### src/rtl/ctrl_update_queue_if.sv
// Control-result and predictor-update bus between writeback, the update queue and the predictor.
interface ctrl_update_queue_if #(
    parameter int unsigned PC_W  = 32,
    parameter int unsigned CTI_W = 4
);
    logic             ctrl_valid_i;
    logic             ctrl_mispredict_i;
    logic             ctrl_conditional_i;
    logic [PC_W-1:0]  ctrl_target_i;
    logic             ctrl_dir_i;
    logic [CTI_W-1:0] ctrl_cti_idx_i;

    logic             upd_valid_o;
    logic             upd_ready_i;
    logic [CTI_W-1:0] upd_cti_idx_o;
    logic [PC_W-1:0]  upd_target_o;
    logic             upd_dir_o;
    logic             upd_conditional_o;

    modport master (
        output ctrl_valid_i, ctrl_mispredict_i, ctrl_conditional_i,
               ctrl_target_i, ctrl_dir_i, ctrl_cti_idx_i, upd_ready_i,
        input  upd_valid_o, upd_cti_idx_o, upd_target_o, upd_dir_o, upd_conditional_o
    );

    modport slave (
        input  ctrl_valid_i, ctrl_mispredict_i, ctrl_conditional_i,
               ctrl_target_i, ctrl_dir_i, ctrl_cti_idx_i, upd_ready_i,
        output upd_valid_o, upd_cti_idx_o, upd_target_o, upd_dir_o, upd_conditional_o
    );
endinterface

### src/rtl/ctrl_update_queue.sv
// Queues verified control results for predictor update and issues fetch redirects on mispredicts.
// Optional sticky drop detection is enabled by defining CTRL_UPD_OVERFLOW_CHK_EN.
module ctrl_update_queue #(
    parameter int unsigned DEPTH = 8,
    parameter int unsigned PC_W  = 32,
    parameter int unsigned CTI_W = 4
) (
    input  logic                     clk,
    input  logic                     reset,
    ctrl_update_queue_if.slave       bus,
    input  logic                     recover_done_i,
    output logic                     redirect_valid_o,
    output logic [PC_W-1:0]          redirect_pc_o,
    output logic [$clog2(DEPTH):0]   count_o,
    output logic                     full_o,
    output logic                     overflow_o
);
    localparam int unsigned AW = $clog2(DEPTH);
    localparam int unsigned CW = AW + 1;

    if (DEPTH < 2 || (DEPTH & (DEPTH - 1)) != 0) begin : g_bad_depth
        $error("ctrl_update_queue: DEPTH must be a power of two >= 2");
    end

    typedef struct packed {
        logic [CTI_W-1:0] ctiIdx;
        logic [PC_W-1:0]  target;
        logic             dir;
        logic             conditional;
    } entry_t;

    typedef enum logic {RUN = 1'b0, RECOVER = 1'b1} state_t;

    entry_t        mem [DEPTH];
    entry_t        headEntry;
    logic [AW-1:0] headPtr;
    logic [AW-1:0] tailPtr;
    logic [CW-1:0] countQ;
    state_t        state;
    logic          isFull;
    logic          updValid;
    logic          doEnq;
    logic          doDeq;

    assign isFull   = (countQ == CW'(DEPTH));
    assign updValid = (countQ != '0);
    assign doDeq    = updValid && bus.upd_ready_i;
    // A full queue still accepts when the head leaves in the same cycle.
    assign doEnq    = (state == RUN) && bus.ctrl_valid_i && (!isFull || doDeq);

    assign headEntry             = mem[headPtr];
    assign bus.upd_valid_o       = updValid;
    assign bus.upd_cti_idx_o     = headEntry.ctiIdx;
    assign bus.upd_target_o      = headEntry.target;
    assign bus.upd_dir_o         = headEntry.dir;
    assign bus.upd_conditional_o = headEntry.conditional;
    assign count_o               = countQ;
    assign full_o                = isFull;

    // Storage array carries no reset; only pointers and count define validity.
    always_ff @(posedge clk) begin
        if (doEnq) begin
            mem[tailPtr] <= '{ctiIdx:      bus.ctrl_cti_idx_i,
                               target:      bus.ctrl_target_i,
                               dir:         bus.ctrl_dir_i,
                               conditional: bus.ctrl_conditional_i};
        end
    end

    // Pointers, occupancy, recovery state and redirect pulse.
    always_ff @(posedge clk) begin
        if (reset) begin
            headPtr          <= '0;
            tailPtr          <= '0;
            countQ           <= '0;
            state            <= RUN;
            redirect_valid_o <= 1'b0;
            redirect_pc_o    <= '0;
        end else begin
            redirect_valid_o <= 1'b0;
            if (doEnq) tailPtr <= tailPtr + AW'(1);
            if (doDeq) headPtr <= headPtr + AW'(1);
            case ({doEnq, doDeq})
                2'b10:   countQ <= countQ + CW'(1);
                2'b01:   countQ <= countQ - CW'(1);
                default: countQ <= countQ;
            endcase
            case (state)
                RUN: begin
                    // Redirect fires even when the mispredicted entry itself is dropped.
                    if (bus.ctrl_valid_i && bus.ctrl_mispredict_i) begin
                        redirect_valid_o <= 1'b1;
                        redirect_pc_o    <= bus.ctrl_target_i;
                        state            <= RECOVER;
                    end
                end
                RECOVER: begin
                    if (recover_done_i) state <= RUN;
                end
                default: state <= RUN;
            endcase
        end
    end

`ifdef CTRL_UPD_OVERFLOW_CHK_EN
    logic dropEvt;
    logic overflowQ;

    assign dropEvt = (state == RUN) && bus.ctrl_valid_i && isFull && !doDeq;

    // Sticky until reset.
    always_ff @(posedge clk) begin
        if (reset)        overflowQ <= 1'b0;
        else if (dropEvt) overflowQ <= 1'b1;
    end

    assign overflow_o = overflowQ;
`else
    assign overflow_o = 1'b0;
`endif

endmodule

### src/flat_wrapper.sv
// flat-port wrapper written by rule: the top's interface ports become plain ports
module ctrl_update_queue_flat 
#(
    parameter int unsigned DEPTH = 8,
    parameter int unsigned PC_W  = 32,
    parameter int unsigned CTI_W = 4
)
  (clk, reset, recover_done_i, redirect_valid_o, redirect_pc_o, count_o, full_o, overflow_o, bus_ctrl_valid_i, bus_ctrl_mispredict_i, bus_ctrl_conditional_i, bus_ctrl_target_i, bus_ctrl_dir_i, bus_ctrl_cti_idx_i, bus_upd_ready_i, bus_upd_valid_o, bus_upd_cti_idx_o, bus_upd_target_o, bus_upd_dir_o, bus_upd_conditional_o);
  ctrl_update_queue_if #(.PC_W(PC_W), .CTI_W(CTI_W)) bus_i ();
  input  logic clk;
  input  logic reset;
  input  logic recover_done_i;
  output logic redirect_valid_o;
  output logic [PC_W-1:0] redirect_pc_o;
  output logic [$clog2(DEPTH):0] count_o;
  output logic full_o;
  output logic overflow_o;
  input wire logic [$bits(bus_i.ctrl_valid_i)-1:0] bus_ctrl_valid_i;
  input wire logic [$bits(bus_i.ctrl_mispredict_i)-1:0] bus_ctrl_mispredict_i;
  input wire logic [$bits(bus_i.ctrl_conditional_i)-1:0] bus_ctrl_conditional_i;
  input wire logic [$bits(bus_i.ctrl_target_i)-1:0] bus_ctrl_target_i;
  input wire logic [$bits(bus_i.ctrl_dir_i)-1:0] bus_ctrl_dir_i;
  input wire logic [$bits(bus_i.ctrl_cti_idx_i)-1:0] bus_ctrl_cti_idx_i;
  input wire logic [$bits(bus_i.upd_ready_i)-1:0] bus_upd_ready_i;
  output wire logic [$bits(bus_i.upd_valid_o)-1:0] bus_upd_valid_o;
  output wire logic [$bits(bus_i.upd_cti_idx_o)-1:0] bus_upd_cti_idx_o;
  output wire logic [$bits(bus_i.upd_target_o)-1:0] bus_upd_target_o;
  output wire logic [$bits(bus_i.upd_dir_o)-1:0] bus_upd_dir_o;
  output wire logic [$bits(bus_i.upd_conditional_o)-1:0] bus_upd_conditional_o;
  assign bus_i.ctrl_valid_i = bus_ctrl_valid_i;
  assign bus_i.ctrl_mispredict_i = bus_ctrl_mispredict_i;
  assign bus_i.ctrl_conditional_i = bus_ctrl_conditional_i;
  assign bus_i.ctrl_target_i = bus_ctrl_target_i;
  assign bus_i.ctrl_dir_i = bus_ctrl_dir_i;
  assign bus_i.ctrl_cti_idx_i = bus_ctrl_cti_idx_i;
  assign bus_i.upd_ready_i = bus_upd_ready_i;
  assign bus_upd_valid_o = bus_i.upd_valid_o;
  assign bus_upd_cti_idx_o = bus_i.upd_cti_idx_o;
  assign bus_upd_target_o = bus_i.upd_target_o;
  assign bus_upd_dir_o = bus_i.upd_dir_o;
  assign bus_upd_conditional_o = bus_i.upd_conditional_o;
  ctrl_update_queue #(.DEPTH(DEPTH), .PC_W(PC_W), .CTI_W(CTI_W)) u_core (.clk(clk), .reset(reset), .bus(bus_i), .recover_done_i(recover_done_i), .redirect_valid_o(redirect_valid_o), .redirect_pc_o(redirect_pc_o), .count_o(count_o), .full_o(full_o), .overflow_o(overflow_o));
endmodule
### config.mk
export PLATFORM = sky130hd
export DESIGN_NAME = ctrl_update_queue_flat
export DESIGN_NICKNAME = d
export VERILOG_FILES = /design/src/rtl/ctrl_update_queue_if.sv /design/src/rtl/ctrl_update_queue.sv /design/src/flat_wrapper.sv
export SDC_FILE = /design/constraint.sdc
export NUM_CORES = 1
export LEC_CHECK = 0
export BUFFER_PORTS_ARGS = -buffer_cell sky130_fd_sc_hd__buf_4
export CORE_MARGIN = 2
export CORE_UTILIZATION = 60
export DETAILED_ROUTE_END_ITERATION = 8
export PLACE_DENSITY = 0.83
export SYNTH_ARGS = -nofsm -noshare
export SYNTH_HDL_FRONTEND = slang
export SYNTH_SLANG_ARGS = --single-unit
### constraint.sdc
create_clock -name clk -period 7.54 [get_ports clk]
set_input_delay 0.377 -clock clk [delete_from_list [all_inputs] [get_ports clk]]
set_output_delay 0.377 -clock clk [all_outputs]
set_load 0.01 [all_outputs]
==> run summary <==
DRT
-------------------------------------------------------------------------------------
DRC violations left                                                                 0
Final WL                                                                    27,400 um
Wire length on met1                                                         10,200 um
Met2 wire length                                                            14,500 um
Routed vias                                                                     6,757
Met3 WL post-DR                                                               2080 um
DR top layer                                                                     met4
DR iter-0 viols                                                                   532
Remaining number of nets flagged by the antenna check after routing                 0
WL per Instance                                                               24.9 um
First-pass iteration count of the detailed router                                   5
Vias per Instance                                                                6.13

STA
-------------------------------------------------------------------------------------
Sum of negative setup slack                                                      0 ns
Transition at the pin with the smallest max-transition slack                  1.11 ns
Count of final max-slew check failures                                              0
Minimum clock period after layout                                             3.60 ns
Final period utilization                                                        47.7%
Final Hold Viols                                                                    0
Final worst slack                                                             3.94 ns
Layout Skew                                                                 0.0133 ns
Total setup violations reported at the end of the flow                              0
Unrepaired setup endpoints after global routing                                 false
Worst rel slew slack                                                            25.8%
Maximum frequency from static timing analysis                                 278 MHz

POWER AND IR DROP
-------------------------------------------------------------------------------------
Power density over the cells                                              309 nW/um^2
Max rail drop VDD                                                          0.000187 V
Leakage power total                                                           5.18 nW

CTS
-------------------------------------------------------------------------------------
Number of buffers inserted by post-CTS setup repair                                 0
Clk sinks                                                                         351
Number of clock buffers inserted by TritonCTS                                      34
Clock tree from TritonCTS                                                        done
Clock-pin slew of the registers on the worst-case setup and hold paths        0.07 ns
Resized Gates After CTS                                                             0
Worst skew pair latency                                                       0.51 ns
CTS Hold Bufs                                                                       0
Root Buffer                                                              sky130_fd_sc_hd__clkbuf_16
H-tree levels                                                                       2
Number of buffers on the longest clock path                                         3

SYNTHESIS
-------------------------------------------------------------------------------------
Sequential element share of the synthesized area                                76.0%
Cells taking the most area after synthesis                               sky130_fd_sc_hd__edfxtp_1, sky130_fd_sc_hd__mux4_2, sky130_fd_sc_hd__dfxtp_1
Portion of synthesized cell area occupied by the leading cell type              68.9%
Library cell with the highest instance count after synthesis             sky130_fd_sc_hd__edfxtp_1
Number of enable-type register cells in the synthesized netlist                   304
Count of state elements after synthesis                                           351
Distinct cells, synth                                                              36
Yosys synthesis warning count                                                       0
Top cell type by total area after synthesis                              sky130_fd_sc_hd__edfxtp_1
Most frequent cells after synthesis                                      sky130_fd_sc_hd__edfxtp_1, sky130_fd_sc_hd__mux4_2, sky130_fd_sc_hd__nand2_1
Fraction of registers with async set or reset after synthesis                      0%
Average footprint of a synthesized cell                                    19.9 sq um
Most frequently used flop master after synthesis                         sky130_fd_sc_hd__edfxtp_1
Mapped Nets                                                                       715
Combined area of all synthesized cells                                   13,200 sq um
Cells after Synth                                                                 666

FINISH
-------------------------------------------------------------------------------------
Ant diodes                                                                          0
Synth-to-layout area growth                                                     17.9%
Number of nets in the layout                                                      846
Filler Cell Count                                                               1,252
Layout cells sized above 1                                                      38.0%
Fin cells                                                                       1,103

FLOORPLANNING
-------------------------------------------------------------------------------------
Number of placement rows                                                           54
Area of the die                                                          23,300 sq um
I/O pin count                                                                     122
CORE AREA                                                                21,800 sq um
Starting Density                                                                60.9%
Vertical die dimension                                                         153 um
Width of the die                                                               153 um

RUN STATUS
-------------------------------------------------------------------------------------
Run status                                                                  completed

GLOBAL ROUTING
-------------------------------------------------------------------------------------
Largest net degree at the start of global routing                                  77
Number of antenna violations at the first check in global routing                   0
Number of global-route vias before repair                                       7,033
First-pass GRT wire length                                                  41,500 um
Total congestion overflow after global routing                                      0
Gr usage total                                                                  23.9%

WORST SETUP PATH
-------------------------------------------------------------------------------------
Worst path cell trace                                                    buf_4 > mux4_2 > mux2_2 > buf_4
Startpoint class of the critical path                                       flip-flop
Kind of critical path                                                         reg2out
Crit path DAT                                                                 3.22 ns
Kind of capture point of the worst setup path                              output pin
CP Max Fanout                                                                      44
Required time of the critical path                                            7.16 ns
Largest stage delay on the critical path                                      0.79 ns
Critical path's most frequent cell                                       sky130_fd_sc_hd__buf_4
Slowest cell on the critical path                                        sky130_fd_sc_hd__dfxtp_4

PLACEMENT
-------------------------------------------------------------------------------------
Number of I/O port buffers                                                        120
Placed cell count                                                               1,041
DPL Wire Length                                                             14,500 um
Worst slack at placement                                                      4.41 ns
Gpl congestion                                                                  0.740

JOB
-------------------------------------------------------------------------------------
Max-cap violation count                                                             0

WORST HOLD PATH
-------------------------------------------------------------------------------------
Min-Delay Path Class                                                           in2reg

==> logic make-up (layout without fill, tap and decap cells) <==
logic type,Yosys count,count (layout),synth area share (%)
DFF,351,351,76.0
muxes,117,117,16.4
AOI/OAI and AO/OA,44,44,1.80
adders and majority gates,5,5,0.472
buffers and inverters,38,195,1.49
xor gates and xnor gates,7,7,0.463
and+or+nand+nor,103,103,3.33
other,1,1,0.0283
==> critical path, delay by kind of cell, from the launching register on <==
| kind | cells | cell delay, ns |
|---|---|---|
| muxes | 2 | 0.92 |
| DFF | 1 | 0.79 |
| buffers and inverters | 2 | 0.94 |
==> report_power, final <==
| group | leakage (nW) | switching [mW] | internal (mW) |
|---|---|---|---|
| clock network | 0.544 | 0.704 | 1.02 |
| logic | 1.50 | 0.352 | 0.446 |
| registers | 3.14 | 0.102 | 2.20 |
| total | 5.18 | 1.16 | 3.66 |
==> through the flow <==
stage	hold WS (ns)	util (%)	total power, mW	instance area (sq um)
floorplan	0.453	-	2.85	13200
global placement	0.441	66.4	3.10	14500
detailed placement	0.447	66.4	3.14	14500
CTS	0.0843	71.8	4.86	15600
global route	0.0921	71.8	4.99	15600
finish	0.105	71.8	4.82	15600
==> registers in the layout, indices dropped and copies added (netlist names), named ones only <==
signal,count
u_core.tailPtr,3
u_core.state,1
u_core.headPtr,3
u_core.mem,304
u_core.redirect_pc_o,32
u_core.redirect_valid_o,1
u_core.count_o,4
==> per-layer routing <==
| layer | up-vias | GRT usage [%] |
|---|---|---|
| met5 | - | 0 |
| met4 | 0 | 6.97 |
| met3 | 45 | 4.69 |
| met2 | 313 | 41.6 |
| met1 | 3488 | 31.0 |
| li1 | 2911 | - |
==> worst paths after layout <==
kind,slack (ns),to,startpoint,cells after the start
worst min-delay path,0.10,u_core.mem[5][12],bus_ctrl_target_i[10],1
worst min register to register,0.45,u_core.redirect_pc_o[2],u_core.redirect_pc_o[2],2
worst max-delay path,3.94,bus_upd_target_o[15],flip-flop,4
worst max register to register,4.89,u_core.count_o[2],u_core.count_o[1],9
==> cells in the final DEF, fill, tap and decap left out, types with 4 or more instances in the layout <==
master / Yosys / final
sky130_fd_sc_hd__dfxtp_1: 47 / 44
sky130_fd_sc_hd__mux2_2: 38 / 38
sky130_fd_sc_hd__clkbuf_16: 0 / 37
sky130_fd_sc_hd__edfxtp_1: 304 / 304
sky130_fd_sc_hd__nor2_1: 15 / 11
sky130_fd_sc_hd__nor2_4: 0 / 4
sky130_fd_sc_hd__ha_1: 5 / 5
sky130_fd_sc_hd__clkbuf_1: 17 / 4
sky130_fd_sc_hd__mux4_2: 76 / 76
sky130_fd_sc_hd__a21oi_1: 36 / 36
sky130_fd_sc_hd__nand2_1: 70 / 69
sky130_fd_sc_hd__buf_4: 1 / 131
sky130_fd_sc_hd__clkinv_1: 0 / 5
sky130_fd_sc_hd__clkinvlp_4: 0 / 7
sky130_fd_sc_hd__xor2_1: 7 / 7
==> layout make-up <==
class | count | area [sq um] | share of cell area (%)
clock buffer | 43 | 968 | 6.20
clock inverter | 19 | 188 | 1.20
inverter | 2 | 7.51 | 0.0481
multi-input combinational | 277 | 3040 | 19.4
sequential | 351 | 10100 | 64.6
tap | 280 | 350 | 2.24
timing repair buffer | 131 | 983 | 6.30
Power figures use the tool's default switching activity.
